==> src/rtl/stage_if_if.sv <==
`default_nettype none
// ============================================================================
// Module      : stage_if_if
// Description : Bus bundle between the instruction-fetch stage and its
//               environment: I-cache/I-TLB lookup, refill handshake,
//               redirects from EX/MEM, and the registered IF/ID slot.
//               master = fetch stage, slave = environment (caches, ID, EX).
// Revision    : 1.0 - initial release
// ============================================================================
interface stage_if_if #(
  parameter int N_THREADS = 4
);
  localparam int TW = (N_THREADS > 1) ? $clog2(N_THREADS) : 1;

  // I-cache / I-TLB lookup and refill
  logic [31:0]   ic_addr;
  logic          ic_hit;
  logic [31:0]   ic_data;
  logic          itlb_hit;
  logic          ic_fill_req;
  logic          ic_fill_done;

  // Redirects from later stages
  logic          redirect_valid;
  logic [TW-1:0] redirect_thread;
  logic [31:0]   redirect_pc;

  // IF/ID slot
  logic [31:0]   id_pc;
  logic [31:0]   id_instruction;
  logic [TW-1:0] id_thread;
  logic          id_itlb_miss;
  logic          id_icache_miss;

  modport master (
    output ic_addr, ic_fill_req,
    output id_pc, id_instruction, id_thread, id_itlb_miss, id_icache_miss,
    input  ic_hit, ic_data, itlb_hit, ic_fill_done,
    input  redirect_valid, redirect_thread, redirect_pc
  );

  modport slave (
    input  ic_addr, ic_fill_req,
    input  id_pc, id_instruction, id_thread, id_itlb_miss, id_icache_miss,
    output ic_hit, ic_data, itlb_hit, ic_fill_done,
    output redirect_valid, redirect_thread, redirect_pc
  );
endinterface
`default_nettype wire

==> src/rtl/stage_if.sv <==
`default_nettype none
// ============================================================================
// Module      : stage_if
// Description : Multithreaded instruction-fetch stage. One PC per thread,
//               round-robin pick of a READY thread, combinational I-TLB /
//               I-cache lookup, registered IF/ID slot. Threads park on
//               I-TLB misses (until redirected) and wait on a single
//               outstanding I-cache refill.
//               Optional: `define FETCH_PERF_EN adds per-thread saturating
//               fetched / stall counters (perf_fetched, perf_stall).
// Revision    : 1.0 - initial release
// ============================================================================
module stage_if #(
  parameter int          N_THREADS = 4,
  parameter logic [31:0] RESET_PC  = 32'h0000_1000,
  parameter logic [31:0] NOP_INSTR = 32'h0000_0000
) (
  input  wire logic   clk,
  input  wire logic   rst,
  stage_if_if.master  bus
`ifdef FETCH_PERF_EN
  ,
  output logic [31:0] perf_fetched [N_THREADS],
  output logic [31:0] perf_stall   [N_THREADS]
`endif
);

  localparam int TW = (N_THREADS > 1) ? $clog2(N_THREADS) : 1;

  typedef enum logic [1:0] {
    TS_READY   = 2'd0,
    TS_WAIT_IC = 2'd1,
    TS_PARKED  = 2'd2
  } tstate_e;

  // (base + off) modulo N_THREADS, valid for non-power-of-two thread counts
  function automatic logic [TW-1:0] wrap_add(input logic [TW-1:0] base, input int off);
    int s;
    s = (int'(base) + off) % N_THREADS;
    return TW'(s);
  endfunction

  tstate_e       state_q [N_THREADS];
  tstate_e       state_d [N_THREADS];
  logic [31:0]   pc_q    [N_THREADS];
  logic [31:0]   pc_d    [N_THREADS];
  logic [TW-1:0] rr_q, rr_d;
  logic [TW-1:0] owner_q, owner_d;
  logic          busy_q, busy_d;

  logic [31:0]   id_pc_q, id_pc_d;
  logic [31:0]   id_instr_q, id_instr_d;
  logic [TW-1:0] id_thread_q, id_thread_d;
  logic          id_itlb_q, id_itlb_d;
  logic          id_icm_q, id_icm_d;

  logic [TW-1:0] sel;
  logic          any_ready;
  logic          redir_ok;
  logic          fetch;
  logic          do_hit;
  logic          do_tlb;
  logic          do_fill;
  logic          fill_ack;

  // Round-robin search for the first READY thread after the last one picked
  always_comb begin
    sel       = rr_q;
    any_ready = 1'b0;
    for (int i = 1; i <= N_THREADS; i++) begin
      if (!any_ready && state_q[wrap_add(rr_q, i)] == TS_READY) begin
        any_ready = 1'b1;
        sel       = wrap_add(rr_q, i);
      end
    end
  end

  // A redirect to the selected thread squashes its fetch entirely, so no
  // refill is requested on behalf of a PC that is about to be discarded.
  assign redir_ok = bus.redirect_valid && (int'(bus.redirect_thread) < N_THREADS);
  assign fetch    = any_ready && !(redir_ok && bus.redirect_thread == sel);
  assign do_hit   = fetch && bus.itlb_hit && bus.ic_hit;
  assign do_tlb   = fetch && !bus.itlb_hit;
  assign do_fill  = fetch && bus.itlb_hit && !bus.ic_hit && !busy_q;
  // A fill_done with no outstanding miss (e.g. after reset) is ignored
  assign fill_ack = bus.ic_fill_done && busy_q;

  assign bus.ic_addr     = any_ready ? pc_q[sel] : pc_q[rr_q];
  assign bus.ic_fill_req = do_fill;

  // Next thread state, PCs, refill ownership and the IF/ID slot contents
  always_comb begin
    state_d = state_q;
    pc_d    = pc_q;
    rr_d    = any_ready ? sel : rr_q;
    busy_d  = busy_q;
    owner_d = owner_q;

    // Owner only resumes if nothing (e.g. a redirect) moved it meanwhile;
    // its PC is untouched so the refilled line is fetched again.
    if (fill_ack) begin
      busy_d = 1'b0;
      if (state_q[owner_q] == TS_WAIT_IC) begin
        state_d[owner_q] = TS_READY;
      end
    end

    if (do_hit) begin
      pc_d[sel] = pc_q[sel] + 32'd4;
    end
    if (do_tlb) begin
      state_d[sel] = TS_PARKED;
    end
    if (do_fill) begin
      busy_d       = 1'b1;
      owner_d      = sel;
      state_d[sel] = TS_WAIT_IC;
    end

    // Redirect wins over every other update to its thread; busy is left
    // alone so a redirected owner cannot start a second refill early.
    if (redir_ok) begin
      pc_d[bus.redirect_thread]    = bus.redirect_pc;
      state_d[bus.redirect_thread] = TS_READY;
    end

    id_pc_d     = 32'h0;
    id_instr_d  = NOP_INSTR;
    id_thread_d = '0;
    id_itlb_d   = 1'b0;
    id_icm_d    = 1'b1;
    if (do_hit) begin
      id_pc_d     = pc_q[sel];
      id_instr_d  = bus.ic_data;
      id_thread_d = sel;
      id_icm_d    = 1'b0;
    end else if (do_tlb) begin
      id_pc_d     = pc_q[sel];
      id_thread_d = sel;
      id_itlb_d   = 1'b1;
      id_icm_d    = 1'b0;
    end
  end

  // Register per-thread FSMs, pointers and the IF/ID slot
  always_ff @(posedge clk) begin
    if (rst) begin
      for (int t = 0; t < N_THREADS; t++) begin
        state_q[t] <= (t == 0) ? TS_READY : TS_PARKED;
        pc_q[t]    <= RESET_PC;
      end
      rr_q        <= TW'(N_THREADS - 1);
      owner_q     <= '0;
      busy_q      <= 1'b0;
      id_pc_q     <= 32'h0;
      id_instr_q  <= NOP_INSTR;
      id_thread_q <= '0;
      id_itlb_q   <= 1'b0;
      id_icm_q    <= 1'b1;
    end else begin
      state_q     <= state_d;
      pc_q        <= pc_d;
      rr_q        <= rr_d;
      owner_q     <= owner_d;
      busy_q      <= busy_d;
      id_pc_q     <= id_pc_d;
      id_instr_q  <= id_instr_d;
      id_thread_q <= id_thread_d;
      id_itlb_q   <= id_itlb_d;
      id_icm_q    <= id_icm_d;
    end
  end

  assign bus.id_pc          = id_pc_q;
  assign bus.id_instruction = id_instr_q;
  assign bus.id_thread      = id_thread_q;
  assign bus.id_itlb_miss   = id_itlb_q;
  assign bus.id_icache_miss = id_icm_q;

`ifdef FETCH_PERF_EN
  generate
    for (genvar t = 0; t < N_THREADS; t++) begin : g_perf
      logic [31:0] fetched_q;
      logic [31:0] stall_q;

      // Saturating per-thread counters of delivered instructions and stalls
      always_ff @(posedge clk) begin
        if (rst) begin
          fetched_q <= 32'h0;
          stall_q   <= 32'h0;
        end else begin
          if (do_hit && sel == TW'(t) && fetched_q != 32'hFFFF_FFFF) begin
            fetched_q <= fetched_q + 32'd1;
          end
          if (state_q[t] != TS_READY && stall_q != 32'hFFFF_FFFF) begin
            stall_q <= stall_q + 32'd1;
          end
        end
      end

      assign perf_fetched[t] = fetched_q;
      assign perf_stall[t]   = stall_q;
    end
  endgenerate
`endif

endmodule
`default_nettype wire
==> src/flat_wrapper.sv <==
// flat-port wrapper written by rule: the top's interface ports become plain ports
module stage_if_flat 
#(
  parameter int          N_THREADS = 4,
  parameter logic [31:0] RESET_PC  = 32'h0000_1000,
  parameter logic [31:0] NOP_INSTR = 32'h0000_0000
)
  (clk, rst, bus_ic_addr, bus_ic_fill_req, bus_id_pc, bus_id_instruction, bus_id_thread, bus_id_itlb_miss, bus_id_icache_miss, bus_ic_hit, bus_ic_data, bus_itlb_hit, bus_ic_fill_done, bus_redirect_valid, bus_redirect_thread, bus_redirect_pc);
  stage_if_if #(.N_THREADS(N_THREADS)) bus_i ();
  input  wire logic clk;
  input  wire logic rst;
  output wire logic [$bits(bus_i.ic_addr)-1:0] bus_ic_addr;
  output wire logic [$bits(bus_i.ic_fill_req)-1:0] bus_ic_fill_req;
  output wire logic [$bits(bus_i.id_pc)-1:0] bus_id_pc;
  output wire logic [$bits(bus_i.id_instruction)-1:0] bus_id_instruction;
  output wire logic [$bits(bus_i.id_thread)-1:0] bus_id_thread;
  output wire logic [$bits(bus_i.id_itlb_miss)-1:0] bus_id_itlb_miss;
  output wire logic [$bits(bus_i.id_icache_miss)-1:0] bus_id_icache_miss;
  input wire logic [$bits(bus_i.ic_hit)-1:0] bus_ic_hit;
  input wire logic [$bits(bus_i.ic_data)-1:0] bus_ic_data;
  input wire logic [$bits(bus_i.itlb_hit)-1:0] bus_itlb_hit;
  input wire logic [$bits(bus_i.ic_fill_done)-1:0] bus_ic_fill_done;
  input wire logic [$bits(bus_i.redirect_valid)-1:0] bus_redirect_valid;
  input wire logic [$bits(bus_i.redirect_thread)-1:0] bus_redirect_thread;
  input wire logic [$bits(bus_i.redirect_pc)-1:0] bus_redirect_pc;
  assign bus_ic_addr = bus_i.ic_addr;
  assign bus_ic_fill_req = bus_i.ic_fill_req;
  assign bus_id_pc = bus_i.id_pc;
  assign bus_id_instruction = bus_i.id_instruction;
  assign bus_id_thread = bus_i.id_thread;
  assign bus_id_itlb_miss = bus_i.id_itlb_miss;
  assign bus_id_icache_miss = bus_i.id_icache_miss;
  assign bus_i.ic_hit = bus_ic_hit;
  assign bus_i.ic_data = bus_ic_data;
  assign bus_i.itlb_hit = bus_itlb_hit;
  assign bus_i.ic_fill_done = bus_ic_fill_done;
  assign bus_i.redirect_valid = bus_redirect_valid;
  assign bus_i.redirect_thread = bus_redirect_thread;
  assign bus_i.redirect_pc = bus_redirect_pc;
  stage_if #(.N_THREADS(N_THREADS), .RESET_PC(RESET_PC), .NOP_INSTR(NOP_INSTR)) u_core (.clk(clk), .rst(rst), .bus(bus_i));
endmodule
==> config.mk <==
export PLATFORM = sky130hd
export DESIGN_NAME = stage_if_flat
export DESIGN_NICKNAME = d
export VERILOG_FILES = /design/src/rtl/stage_if_if.sv /design/src/rtl/stage_if.sv /design/src/flat_wrapper.sv
export SDC_FILE = /design/constraint.sdc
export NUM_CORES = 1
export LEC_CHECK = 0
export BUFFER_PORTS_ARGS = -buffer_cell sky130_fd_sc_hd__buf_2
export CAP_MARGIN = 20
export CELL_PAD_IN_SITES_DETAIL_PLACEMENT = 0
export CELL_PAD_IN_SITES_GLOBAL_PLACEMENT = 1
export CORE_AREA = 2 2 160 162
export CTS_BUF_LIST = sky130_fd_sc_hd__clkbuf_4 sky130_fd_sc_hd__clkbuf_8
export CTS_CLUSTER_DIAMETER = 150
export DETAILED_ROUTE_END_ITERATION = 6
export DIE_AREA = 0 0 162 164
export PLACE_DENSITY = 0.75
export SYNTH_ARGS = -nofsm -noshare
export SYNTH_HDL_FRONTEND = slang
export SYNTH_SLANG_ARGS = --single-unit
==> constraint.sdc <==
create_clock -name clk -period 11.4 [get_ports clk]
set_input_delay 0.57 -clock clk [delete_from_list [all_inputs] [get_ports clk]]
set_output_delay 0.57 -clock clk [all_outputs]
set_load 0.1 [all_outputs]
---- After elaboration in Yosys (flattened, before gate mapping) ----
Index checks and enable logic that the tools add are counted.
operators by class
  bitwise gates (word level) .............. 19
  order comparisons ....................... 11
  multiplexer cells ....................... 58
  $add $sub $neg .......................... 5
  reductions and logical operators ........ 28
  eq/ne operators ......................... 2
operator list
  kind                   number
  $mux 32                9
  $bwmux 128             2
  $mux 128               2
  $bmux 32 s2            2
  $demux 32 s2           2
  $mux 8                 5
  $mux 2                 19
  $add 32x3->32 const B  1
  $ge 3x3->1 const B     8
  $not 2->3              8
  $bmux 2 s2             5
  $and 8x8->8            2
  $not 8->8              2
  $logic_and 1x1->1      14
  $demux 2 s2            3
  $lt 3x1->1 const B     3
  $mux 1                 9
  $and 4x4->4            2
  $logic_not 2->1        4
  $not 4->4              2
  $or 4x4->4             2
  $logic_not 1->1        7
  $add 2x1->2 const B    2
  $add 2x2->2 const B    2
  other kinds (5)        6
word-level totals
  output and inout port bits .............. 101
  bits in registers ....................... 209

---- Logic depth before layout (Yosys ltp) ----
Gate-level depths: netlist of the first run.
  word-level depth ........................ 28
  mapped depth ............................ 21
  depth with buffers taken out ............ 13

---- Worst setup path after synthesis of the first run ----
OpenSTA, ideal clock, no wires.
  path type ............................... register -> register
  start point ............................. reg u_core.rr_q[1]
  end point ............................... reg u_core.pc_q[127] in the netlist's numbering
  library setup time ...................... 127 ps
  path buffers ............................ 2
  stages on the path, launching flop included .. 13
  path slack .............................. 6,783 ps
  arrival ................................. 4,490 ps
  clock period less this slack ............ 4,617 ps
  cells stage by stage .................... dfxtp_1 buf_6 or4_4 o21a_4 nand2_2 buf_4 mux2i_1 mux2i_1 and2_1 and2_1 nand4_4 and3_1 or3_1
on the way
  longest elaborated chain between the ends .. 25
  elaborated cells on any way between the ends .. 58
  classes of those cells .................. add/sub (5); order compare (2); eq/ne (1); mux (29); bitwise (5); reduce/logical (16)
RTL lines
  what                                                                RTL line                         RTL
  from (decl)                                                         stage_if.sv:47                   logic [TW-1:0] rr_q, rr_d;
  from (signal assigned)                                              stage_if.sv:152                  rr_q <= TW'(N_THREADS - 1);
  from (signal assigned)                                              stage_if.sv:163                  rr_q <= rr_d;
  $add 2x1->2                                                         stage_if.sv:39                   s = (int'(base) + off) % N_THREADS;
  $not 2->3 (implied by the code)                                     stage_if.sv:71                   if (!any_ready && state_q[wrap_add(rr_q, i)] == TS_READY) begin
  $bmux 2 s2                                                          stage_if.sv:71
  $mux 2 (implied by the code) (2 in a row)                           stage_if.sv:71
  $logic_not 2->1                                                     stage_if.sv:71
  $mux 1                                                              stage_if.sv:71
  $logic_not 1->1                                                     stage_if.sv:71
  $logic_and 1x1->1                                                   stage_if.sv:71
  [8 not listed]                                                      -
  $bmux 32 s2 (tied with other cells)                                 stage_if.sv:109                  pc_d[sel] = pc_q[sel] + 32'd4;
  $mux 32 (implied by the code) (tied with other cells)               stage_if.sv:109
  $mux 32 (implied by the code) or $logic_and 1x1->1 (tied branches)  stage_if.sv:109, stage_if.sv:81
  $add 32x3->32 (tied with other cells)                               stage_if.sv:109
  $bwmux 128 or $logic_and 1x1->1 (tied branches)                     stage_if.sv:109, stage_if.sv:82
  $mux 128 (*)                                                        stage_if.sv:108                  if (do_hit) begin
  $bwmux 128                                                          stage_if.sv:123                  pc_d[bus.redirect_thread] = bus.redirect_pc;
  $mux 128 (*)                                                        stage_if.sv:122                  if (redir_ok) begin
  to (signal assigned)                                                stage_if.sv:162                  pc_q <= pc_d;
  to (decl)                                                           stage_if.sv:45                   logic [31:0] pc_q [N_THREADS];
Every way passes the cells marked *; elsewhere a longest branch is shown, timed or not. The select of a mux whose other input is x is not followed.
A chain may end at the register's enable or synchronous reset.

---- Final worst setup path of the first run ----
  start point ............................. reg u_core.rr_q[1]
  end point ............................... out bus_ic_fill_req
on the way
  longest elaborated chain between the ends .. 23
  elaborated cells on any way between the ends .. 45
  classes of those cells .................. add/sub (4); eq/ne (1); mux (20); bitwise (4); reduce/logical (16)
RTL lines
  what                                       RTL line            RTL
  $add 2x1->2                                stage_if.sv:39
  $not 2->3 (implied by the code)            stage_if.sv:71
  $bmux 2 s2                                 stage_if.sv:71
  $mux 2 (implied by the code) (2 in a row)  stage_if.sv:71
  $logic_not 2->1                            stage_if.sv:71
  $mux 1                                     stage_if.sv:71
  $logic_not 1->1                            stage_if.sv:71
  $logic_and 1x1->1                          stage_if.sv:71
  [4 not listed]                             -
  $logic_not 1->1                            stage_if.sv:71
  $logic_and 1x1->1                          stage_if.sv:71
  $mux 2                                     stage_if.sv:71
  $eq 2x2->1                                 stage_if.sv:81      assign fetch = any_ready && !(redir_ok && bus.redirect_thread == sel);
  $logic_and 1x1->1                          stage_if.sv:81
  $logic_not 1->1                            stage_if.sv:81
  $logic_and 1x1->1 (*)                      stage_if.sv:81
  $logic_and 1x1->1 (*) (3 in a row)         stage_if.sv:84      assign do_fill = fetch && bus.itlb_hit && !bus.ic_hit && !busy_q;
  to (decl)                                  flat_wrapper.sv:13  output wire logic [$bits(bus_i.ic_fill_req)-1:0] bus_ic_fill_req;
Marks and branches as above.

==> results of run 1 <==
==> critical path: stages, from the launching register on <==
cell and delay [ns]:
dfxtp_1 0.54, nor3b_1 0.33, o21ai_0 0.26, nand2_2 0.53
buf_4 0.67, xnor2_1 0.18, a31oi_1 0.22, nand2_1 0.09
nor3_2 0.51, buf_2 0.55
==> area by class of cell <==
type,instances,area share [%]
Tap cell,330,3.52
Clock buffer,61,6.40
Multi-Input combinational cell,886,43.9
Clock inverter,9,0.597
Timing Repair Buffer,196,9.21
Sequential cell,209,35.6
Inverter,23,0.735
==> sequential cells by signal (all words and copies together) (netlist names) <==
register,cells
u_core.busy_q,1
u_core.bus.id_pc,32
u_core.bus.id_instruction,32
u_core.pc_q,128
u_core.bus.id_thread,2
u_core.state_q,8
u_core.rr_q,2
u_core.owner_q,2
u_core.bus.id_itlb_miss,1
u_core.bus.id_icache_miss,1
==> placed cells by master, fill, tap and decap left out, drive strengths merged, types with 7 or more instances in the layout <==
cell type  count
a32o           9
a22oi         16
clkinv         8
clkbuf        61
inv           23
nand4         13
buf          196
xnor2         20
mux2i         23
nor4           7
and3          49
o22ai         79
o21ai         73
a21oi         73
dfxtp        209
a211oi         7
nor2         141
o32ai         11
a31o           9
nand2        196
nor3          20
nor2b         14
a22o          12
o211ai        13
nand3         19
a31oi         18
==> synthesized netlist by cell type, types with 9 or more instances <==
master | count | area share (%)
a22o_1 | 12 | 1.1
o21ai_0 | 71 | 3.6
buf_2 | 16 | 0.82
nand4_1 | 12 | 0.77
nor2_1 | 140 | 5.4
dfxtp_1 | 209 | 43
o32ai_1 | 11 | 0.98
xnor2_1 | 20 | 1.8
a31oi_1 | 18 | 1.1
mux2i_1 | 23 | 2.3
and3_1 | 49 | 3.1
nand2_1 | 193 | 7.4
inv_1 | 20 | 0.77
nor2b_1 | 14 | 0.89
a21oi_1 | 73 | 3.7
nor3_1 | 16 | 0.82
a32o_1 | 9 | 0.92
a22oi_1 | 15 | 1.1
o22ai_1 | 79 | 5.0
o211ai_1 | 13 | 1.0
nand3_1 | 18 | 0.92
clkbuf_1 | 63 | 2.4
==> through the flow <==
stage                     cells  area, sq um  total power (W)
after global placement     1642        10900          0.00195
after CTS                  1712        11700          0.00272
after floorplan            1210         9810          0.00173
after global routing       1714        11700          0.00283
final                      1714        11700          0.00271
after detailed placement   1642        10900          0.00195
==> path summary, 6_finish.rpt <==
kind | startpoint | end | slack (ns) | cells after the start
max | u_core.rr_q[1] | bus_ic_fill_req | 6.35 | 9
min | bus_ic_data[31] | u_core.bus.id_instruction[31] | 0.23 | 2
max reg2reg | u_core.rr_q[1] | u_core.pc_q[27] | 6.41 | 11
min reg2reg | u_core.pc_q[0] | u_core.pc_q[0] | 0.46 | 2
==> kinds of logic after synthesis <==
logic type	count (synthesis)	share of synthesized area, %
fa+ha+maj	1	0.128
buf+inv	115	5.30
mux	24	2.50
simple gates	490	24.2
xor+xnor	22	1.97
compound gates	349	23.2
flops	209	42.7
==> routing by layer <==
metal  part of all wire, %  GRT usage, %  up-vias  routed length [um]
met5                     0             0        -                   0
met4                   2.3          8.37        0                 796
met2                    45          41.2      473               15600
li1                      -             -     4632                   -
met1                    44          34.4     4577               15100
met3                   8.5          4.39       66                2920
==> report_power, final <==
part | total, W | internal [W] | switching [W]
registers | 0.000831 | 0.000796 | 0.0000350
clock network | 0.000766 | 0.000442 | 0.000324
logic | 0.00111 | 0.000221 | 0.000892
total | 0.00271 | 0.00146 | 0.00125
==> results by group, run 1 <==
Worst setup path
  • Largest fanout on the critical path: 49
  • Crit end category: output port
  • Startpoint Class: flip-flop
  • CP arrival: 4.48 ns
  • Worst Path Required: 10.83 ns
  • CP Class: reg2out

STA
  • Slew HR: 35.5%
  • Setup WS post-layout: 6.35 ns
  • Unrepaired setup endpoints after global routing: no
  • Clk_skew: 0.0189 ns
  • Slew Limit Fails: 0
  • Period utilization: 44.3%
  • Hold WS: 0.227 ns
  • Fmax: 0.198 GHz
  • Final setup violation count: 0
  • Final Hold Viols: 0
  • Worst Tran Pin Value: 0.967 ns
  • Setup TNS: 0 ns
  • Final min period: 5.05 ns

Global route
  • Largest net degree at the start of global routing: 66
  • First-pass GRT wire length: 52.9 mm
  • Antenna violations before repair: 0
  • Gr ovfl total: 0
  • GRT Total Usage: 25.4%
  • Number of global-route vias before repair: 9180

Drt
  • DRT iter0 DRCs: 864
  • Vias per cell: 5.69
  • Final ANT Viol Nets: 0
  • Average wire per standard cell: 20.1 um
  • Residual DRC: 0
  • First-pass iteration count of the detailed router: 6
  • Post-Route WL: 34.5 mm
  • DR vias: 9748

Floorplanning
  • Initial Util: 39.5%
  • Die Area: 0.0266 sq mm
  • Die Ht: 164 um
  • Core ar.: 0.0248 sq mm
  • FP Rows: 58
  • I/O pin count: 173
  • Die W: 162 um

Yosys
  • Seq/Total Area, Yosys: 42.7%
  • Post-Synthesis Cells: 1210
  • Flops & latches, synth: 209
  • Distinct cells, synth: 78
  • Fraction of registers with async set or reset after synthesis: 0%
  • Syn Area/Cell: 8.10 sq um
  • Prevailing post-synth register cell: dfxtp_1
  • Synthesized cell area: 0.00981 sq mm
  • Post-Syn Nets: 1283
  • Post-synth EDFFs: 0
  • Ys Warns: 0

Run status
  • Outcome: finished clean

Power
  • P_leak: 4.81 nW
  • Cell Pwr Density: 231 mW/mm^2
  • Worst VDD drop: 0.000175 V

CTS
  • Hold Buf Count CTS: 0
  • CTS H-tree lvls: 2
  • CTS tree: yes
  • Reg clk slew, reported paths: 0.05 ns
  • Post_cts resized: 0
  • Setup bufs post-CTS: 0
  • Clock Latency Late Sink: 0.54 ns
  • CTS root buffer: clkbuf_8
  • CTS sink cnt: 209
  • Maximum root-to-sink buffer count: 3
  • CTS buffer count: 40

Finish
  • Layout cells sized above 1: 22.3%
  • Synth-to-layout area growth: 19.8%
  • Area of the multi-input gates: 0.00516 sq mm
  • NumNets Final: 1429
  • Fillers: 2551
  • Storage element area: 0.00418 sq mm
  • Fin util: 47.3%
  • # diodes: 0

Placed design
  • Dpl hpwl: 20.9 mm
  • Port Buffers: 172
  • Final GP Congestion: 0.846
  • Setup slack at placement: 6.02 ns

Flow run
  • Max Cap Viol: 0

Worst hold path
  • Worst Hold Class: in2reg
(Power assumes the default switching activity.)
==> inputs of run 2 (changes only) <==
CORE_AREA = 2 2 162 164   (was 2 2 160 162)
DIE_AREA = 0 0 164 166   (was 0 0 162 164)
PLACE_DENSITY = 0.76   (was 0.75)
clock period = 4.55 ns   (was 11.4 ns; I/O delays follow)
==> run 2 against run 1 <==
Sequential power rose to 2.5 times the previous value; critical endpoint is now bus_ic_addr[26]; sequential share of layout area fell by 1.6 points; register-to-register slack got worse by 5.8 ns; cell count rose by 3.3%; clock power rose to 2.7 times the previous value; critical path depth fell by 1; critical path type unchanged; largest cell class unchanged.
==> results by group, run 2 (synthesis gave the netlist of run 1 again) <==
Run status
  • Outcome: finished clean (unchanged)

Drt
  • Post-Route WL: 36.1 mm (was 34.5 mm)
  • DRT iter0 DRCs: 876 (was 864)
  • Residual DRC: 0 (unchanged)
  • Vias per cell: 5.65 (was 5.69)
  • Average wire per standard cell: 20.4 um (was 20.1 um)
  • DR vias: 10000 (was 9748)
  • First-pass iteration count of the detailed router: 5 (was 6)
  • Final ANT Viol Nets: 0 (unchanged)

CTS
  • CTS buffer count: 39 (was 40)
  • CTS root buffer: clkbuf_8 (unchanged)
  • Post_cts resized: 0 (unchanged)
  • Hold Buf Count CTS: 40 (was 0)
  • CTS sink cnt: 209 (unchanged)
  • Setup bufs post-CTS: 0 (unchanged)
  • Clock Latency Late Sink: 0.55 ns (was 0.54 ns)
  • CTS tree: yes (unchanged)
  • Reg clk slew, reported paths: 0.06 ns (was 0.05 ns)
  • CTS H-tree lvls: 2 (unchanged)
  • Maximum root-to-sink buffer count: 3 (unchanged)

Global route
  • First-pass GRT wire length: 54.7 mm (was 52.9 mm)
  • Gr ovfl total: 0 (unchanged)
  • GR met3 Demand/Resource: 4.40% (was 4.39%)
  • GRT Max-Usage Layer: met2 (unchanged)
  • M1 GR Usage: 34.8% (was 34.4%)
  • Met2 GRT Util: 41.6% (was 41.2%)
  • GRT Total Usage: 25.6% (was 25.4%)
  • Antenna violations before repair: 0 (unchanged)
  • Number of global-route vias before repair: 9471 (was 9180)
  • Largest net degree at the start of global routing: 65 (was 66)

Floorplanning
  • Die Area: 0.0272 sq mm (was 0.0266 sq mm)
  • FP Rows: 59 (was 58)
  • Core ar.: 0.0256 sq mm (was 0.0248 sq mm)
  • I/O pin count: 173 (unchanged)
  • Initial Util: 38.3% (was 39.5%)
  • Die W: 164 um (was 162 um)
  • Die Ht: 166 um (was 164 um)

STA
  • Worst Tran Pin Value: 0.902 ns (was 0.967 ns)
  • Unrepaired setup endpoints after global routing: no (unchanged)
  • Slew HR: 39.7% (was 35.5%)
  • Period utilization: 87.2%
  • Final Hold Viols: 0 (unchanged)
  • Final min period: 3.97 ns
  • Final setup violation count: 0 (unchanged)
  • Setup TNS: 0 ns (unchanged)
  • Slew Limit Fails: 0 (unchanged)
  • Clk_skew: 0.0208 ns (was 0.0189 ns)
  • Hold WS: 0.0226 ns (was 0.227 ns)
  • Fmax: 0.252 GHz

Finish
  • # diodes: 0 (unchanged)
  • Commonest non-fill, non-tap cells in the layout: dfxtp_1, nand2_1, buf_2 (unchanged)
  • Layout cells sized above 1: 22.3% (about the same)
  • Largest Register: u_core.pc_q (unchanged)
  • Area of the multi-input gates: 0.00516 sq mm (about the same)
  • NumNets Final: 1483 (was 1429)
  • Max reg flops: 128 (unchanged)
  • Fillers: 2506 (was 2551)
  • Synth-to-layout area growth: 25.5% (was 19.8%)
  • Leading cell type in the layout, fill and taps excluded: dfxtp_1 (unchanged)
  • Post-route cell area: 0.0123 sq mm (was 0.0117 sq mm)
  • Storage element area: 0.00418 sq mm (unchanged)

Worst setup path
  • Startpoint Class: flip-flop (unchanged)
  • Worst Path Required: 4.32 ns (was 10.83 ns)
  • Largest fanout on the critical path: 15 (was 49)
  • CP Class: reg2out (unchanged)
  • Crit end category: output port (unchanged)
  • CP arrival: 3.74 ns (was 4.48 ns)

Placed design
  • Port Buffers: 172 (unchanged)
  • Final GP Congestion: 0.885 (was 0.846)
  • Dpl hpwl: 22.3 mm (was 20.9 mm)
  • Placed cell area: 0.0110 sq mm (was 0.0109 sq mm)

Power
  • Total power: 0.00703 W (was 0.00271 W)
  • Cell Pwr Density: 571 mW/mm^2 (was 231 mW/mm^2)
  • P_leak: 5.05 nW (was 4.81 nW)
  • Worst VDD drop: 0.000486 V (was 0.000175 V)

Flow run
  • Max Cap Viol: 0 (unchanged)

Worst hold path
  • Worst Hold Class: in2reg (unchanged)
run 2: worst max-delay path: stages, from the launching register on:
cell and delay, ns:
dfxtp_1 0.39, nor2_1 0.10, a2111oi_2 0.55, a211o_1 0.58, buf_4 0.27, buf_4 0.27
mux2_4 0.37, inv_1 0.19, buf_2 0.47
run 2: final timing paths:
kind                           start               to  slack (ns)  cells past startpoint
setup / recovery   u_core.state_q[1]  bus_ic_addr[26]        0.58                      8
hold / removal    bus_redirect_pc[3]  u_core.pc_q[67]        0.02                      3
setup reg to reg   u_core.state_q[1]  u_core.pc_q[28]        0.59                     11
hold reg to reg      u_core.pc_q[33]  u_core.pc_q[33]        0.46                      2
run 2: layer usage:
layer  share of wire [%]  up-vias
li1                    -     4744
met1                  43     4702
met2                  46      496
met3                 8.4       64
met4                 2.2        0
met5                   0        -
run 2: per-stage QoR:
step	util, %	cells	setup WS [ns]
finish	48.1	1770	0.580
global route	48.1	1770	0.382
CTS	48.1	1770	0.565
detailed placement	43.1	1664	0.643
global placement	43.1	1664	0.809
floorplan	-	1210	0.00561
run 2: layout make-up:
type	instances	area share [%]
sequential	209	34.0
timing repair buffer	251	12.8
clock inverter	8	1.16
multi-input combinational	886	41.9
clock buffer	58	5.98
tap	335	3.41
inverter	23	0.701
run 2: where the power goes:
group          switching, W  internal [W]  total, W
clock network      0.000815       0.00126   0.00207
logic               0.00227      0.000614   0.00288
registers         0.0000879       0.00199   0.00208
total               0.00317       0.00386   0.00703
==> inputs of run 3 (changes only) <==
ABC_AREA = 1   (was unset)
CORE_AREA = 2 2 175 177   (was 2 2 162 164)
DIE_AREA = 0 0 177 179   (was 0 0 164 166)
MAX_ROUTING_LAYER = met4   (was unset)
PLACE_DENSITY = 0.75   (was 0.76)
==> run 3 against run 2 <==
Worst setup slack worse by 0.26 ns; design area is 7.9% higher; global-route usage is 1.8 points higher; critical endpoint is now bus_ic_addr[1]; largest cell class unchanged.
==> results by group, run 3 <==
Run status
  • Outcome: finished clean (unchanged)

Floorplanning
  • Initial Util: 36.2% (was 38.3%)
  • FP Rows: 64 (was 59)
  • Die Area: 0.0317 sq mm (was 0.0272 sq mm)
  • Die W: 177 um (was 164 um)
  • Core ar.: 0.0300 sq mm (was 0.0256 sq mm)
  • Die Ht: 179 um (was 166 um)
  • I/O pin count: 173 (unchanged)

Yosys
  • Post-synth EDFFs: 0 (unchanged)
  • Count leader, synth: nand2_1 (was dfxtp_1)
  • Seq/Total Area, Yosys: 38.4% (was 42.7%)
  • Yosys top cell area share: 38.4% (was 42.7%)
  • Ys Warns: 0 (unchanged)
  • Synth top cells by count: nand2_1, a21oi_1, dfxtp_1 (was dfxtp_1, nand2_1, nor2_1)
  • Post-synth top area cell: dfxtp_1 (unchanged)
  • Prevailing post-synth register cell: dfxtp_1 (unchanged)
  • Distinct cells, synth: 33 (was 78)
  • Flops & latches, synth: 209 (unchanged)
  • Synthesized cell area: 0.0109 sq mm (was 0.00981 sq mm)
  • Fraction of registers with async set or reset after synthesis: 0% (unchanged)
  • Syn Area/Cell: 6.57 sq um (was 8.10 sq um)
  • Synth top area cells: dfxtp_1, nand2_1, a21oi_1 (was dfxtp_1, nand2_1, nor2_1)
  • Post-Synthesis Cells: 1656 (was 1210)
  • Post-Syn Nets: 1729 (was 1283)

Drt
  • Post-Route WL: 42.5 mm (was 36.1 mm)
  • Vias per cell: 5.10 (was 5.65)
  • DR vias: 11600 (was 10000)
  • Average wire per standard cell: 18.7 um (was 20.4 um)
  • Final ANT Viol Nets: 0 (unchanged)
  • DRT iter0 DRCs: 939 (was 876)
  • Residual DRC: 0 (unchanged)
  • First-pass iteration count of the detailed router: 5 (unchanged)

STA
  • Final min period: 4.23 ns (was 3.97 ns)
  • Fmax: 0.236 GHz (was 0.252 GHz)
  • Final setup violation count: 0 (unchanged)
  • Setup TNS: 0 ns (unchanged)
  • Clk_skew: 0.0197 ns (was 0.0208 ns)
  • Final Hold Viols: 0 (unchanged)
  • Slew Limit Fails: 0 (unchanged)
  • Unrepaired setup endpoints after global routing: no (unchanged)
  • Slew HR: 32.5% (was 39.7%)
  • Period utilization: 93.1% (was 87.2%)
  • Worst Tran Pin Value: 1.01 ns (was 0.902 ns)

CTS
  • CTS tree: yes (unchanged)
  • CTS sink cnt: 209 (unchanged)
  • CTS buffer count: 41 (was 39)
  • Clock Latency Late Sink: 0.56 ns (was 0.55 ns)
  • Reg clk slew, reported paths: 0.06 ns (about the same)
  • CTS H-tree lvls: 2 (unchanged)
  • CTS root buffer: clkbuf_8 (unchanged)
  • Maximum root-to-sink buffer count: 3 (unchanged)

Global route
  • Gr ovfl total: 0 (unchanged)
  • First-pass GRT wire length: 64.1 mm (was 54.7 mm)
  • M1 GR Usage: 33.9% (was 34.8%)
  • Largest net degree at the start of global routing: 77 (was 65)
  • Antenna violations before repair: 0 (unchanged)
  • GR met3 Demand/Resource: 5.07% (was 4.40%)
  • GRT Total Usage: 27.4% (was 25.6%)
  • GRT Max-Usage Layer: met2 (unchanged)
  • Number of global-route vias before repair: 11000 (was 9471)
  • Met2 GRT Util: 45.3% (was 41.6%)

Worst setup path
  • Reg-to-reg startpoint: u_core.rr_q[0] (was u_core.state_q[1])
  • Delay-heaviest family, CP: buffers and inverters (unchanged)
  • Worst path depth: 16 (was 8)
  • Startpoint Class: flip-flop (unchanged)
  • Worst setup path endpoint: bus_ic_addr[1] (was bus_ic_addr[26])
  • Slowest stage delay, CP: 0.61 ns (was 0.58 ns)
  • Worst R2R Path Depth: 18 (was 11)
  • R2r setup slk: 0.65 ns (was 0.59 ns)
  • CP Class: reg2out (unchanged)
  • Critical path launch point: u_core.rr_q[0] (was u_core.state_q[1])
  • Worst Path Required: 4.32 ns (about the same)
  • R2r endpoint: u_core.pc_q[17] (was u_core.pc_q[28])
  • Crit path buf inv count: 5 (was 4)
  • Critical-path cell list: inv_6, o21ai_2, nand3_2, nand2_2, nand2_1, nand2_2, nand2_1, nand2_2, nand2_4, inv_2, buf_4, nand2_1, inv_1, a22oi_1, o221ai_1, buf_2 (was nor2_1, a2111oi_2, a211o_1, buf_4, buf_4, mux2_4, inv_1, buf_2)
  • Largest fanout on the critical path: 20 (was 15)
  • Crit end category: output port (unchanged)
  • CP arrival: 4.01 ns (was 3.74 ns)
  • CP max stage cell: dfxtp_1 (was a211o_1)

Finish
  • NumNets Final: 1922 (was 1483)
  • Largest Register: u_core.pc_q (unchanged)
  • Max reg flops: 128 (unchanged)
  • Synth-to-layout area growth: 22.0% (was 25.5%)
  • Leading cell type in the layout, fill and taps excluded: nand2_1 (was dfxtp_1)
  • Commonest non-fill, non-tap cells in the layout: nand2_1, a21oi_1, dfxtp_1 (was dfxtp_1, nand2_1, buf_2)
  • Layout cells sized above 1: 19.1% (was 22.3%)
  • # diodes: 0 (unchanged)

Placed design
  • Port Buffers: 172 (unchanged)
  • Dpl hpwl: 26.4 mm (was 22.3 mm)
  • Final GP Congestion: 0.897 (was 0.885)

Worst hold path
  • Worst Hold Class: in2reg (unchanged)

Flow run
  • Max Cap Viol: 0 (unchanged)
[run 3: cell count changes after synthesis, moves of 15 or more]
cell / delta
a21oi_1: +175
o22ai_1: -79
mux2i_1: -23
xnor2_1: -20
nand2_2: +28
nand3b_1: +15
inv_1: +186
nand2_1: +196
nand3_1: +89
and3_1: -49
buf_2: +20
o21ai_0: +51
clkbuf_1: -21
a31oi_1: -18
[run 3: what timing repair did]
| item | CTS | global route |
|---|---|---|
| hold buffers | 43 | 0 |
| resized for setup | 0 | 0 |
| hold endpoints to repair | 53 | 0 |
| setup buffers | 0 | 0 |
[run 3: final cells by class]
type | count | area (sq um)
Fill cell | 3243 | 16700
Multi-Input combinational cell | 1137 | 5430
Sequential cell | 209 | 4180
Timing Repair Buffer | 242 | 1540
Inverter | 218 | 823
Clock buffer | 62 | 766
Tap cell | 396 | 495
Clock inverter | 7 | 40.0
[run 3: cell families (layout without fill, tap and decap cells)]
group	after synthesis	count (layout)	share of synthesized area, %
AND/OR/NAND/NOR	710	710	28.6
buffers and inverters	310	529	11.8
XOR/XNOR	15	15	1.28
flip-flops	209	209	38.4
adder cells (fa/ha/maj)	1	1	0.115
AO/OA/AOI/OAI	411	411	19.8
[run 3: layer usage]
layer	wire length, um	up-vias
li1	-	5682
met1	18300	5289
met2	19600	507
met3	3310	109
met4	1280	0
met5	0	-
[run 3: worst min-delay path by stage]
stage / from / to / slack, ns / cells after the start
floorplan: bus_itlb_hit / u_core.bus.id_itlb_miss / 0.31 / 1
global placement: bus_ic_data[8] / u_core.bus.id_instruction[8] / 0.44 / 3
detailed placement: bus_ic_data[0] / u_core.bus.id_instruction[0] / 0.45 / 3
CTS: bus_redirect_pc[15] / u_core.pc_q[47] / 0.0005 / 3
global route: bus_redirect_pc[18] / u_core.pc_q[50] / 0.02 / 3
finish: bus_redirect_pc[6] / u_core.pc_q[102] / 0.02 / 3
[run 3: worst register-to-register path, cell delays in order, from the launching register on]
cell,delay (ns)
dfxtp_1,0.61
o21ai_1,0.22
nand2_1,0.11
nand2_1,0.06
nand2_1,0.14
nand3_1,0.11
nand2_2,0.34
nand2_4,0.34
nand2_1,0.15
nand2_1,0.06
nand2_1,0.05
nand2_1,0.25
nor2_2,0.25
nand2_1,0.23
nor2_4,0.22
nand2_2,0.11
xor2_1,0.34
nand2_1,0.09
a21oi_1,0.13
[run 3: per-stage QoR]
stage                     instances  area, sq um  hold slack, ns  utilization (%)  setup WS, ns
after global placement         2159        12000           0.441             40.1         0.775
after floorplan                1656        10900           0.307                -         0.671
after CTS                      2271        13300        0.000472             44.2         0.332
after global routing           2271        13300          0.0222             44.2        0.0339
final                          2271        13300          0.0157             44.2         0.316
after detailed placement       2159        12000           0.446             40.1         0.730
Power of run 3 is left out: the tool's default activity adds up to more than one toggle a clock period on the data nets, which glitch-free logic cannot reach.
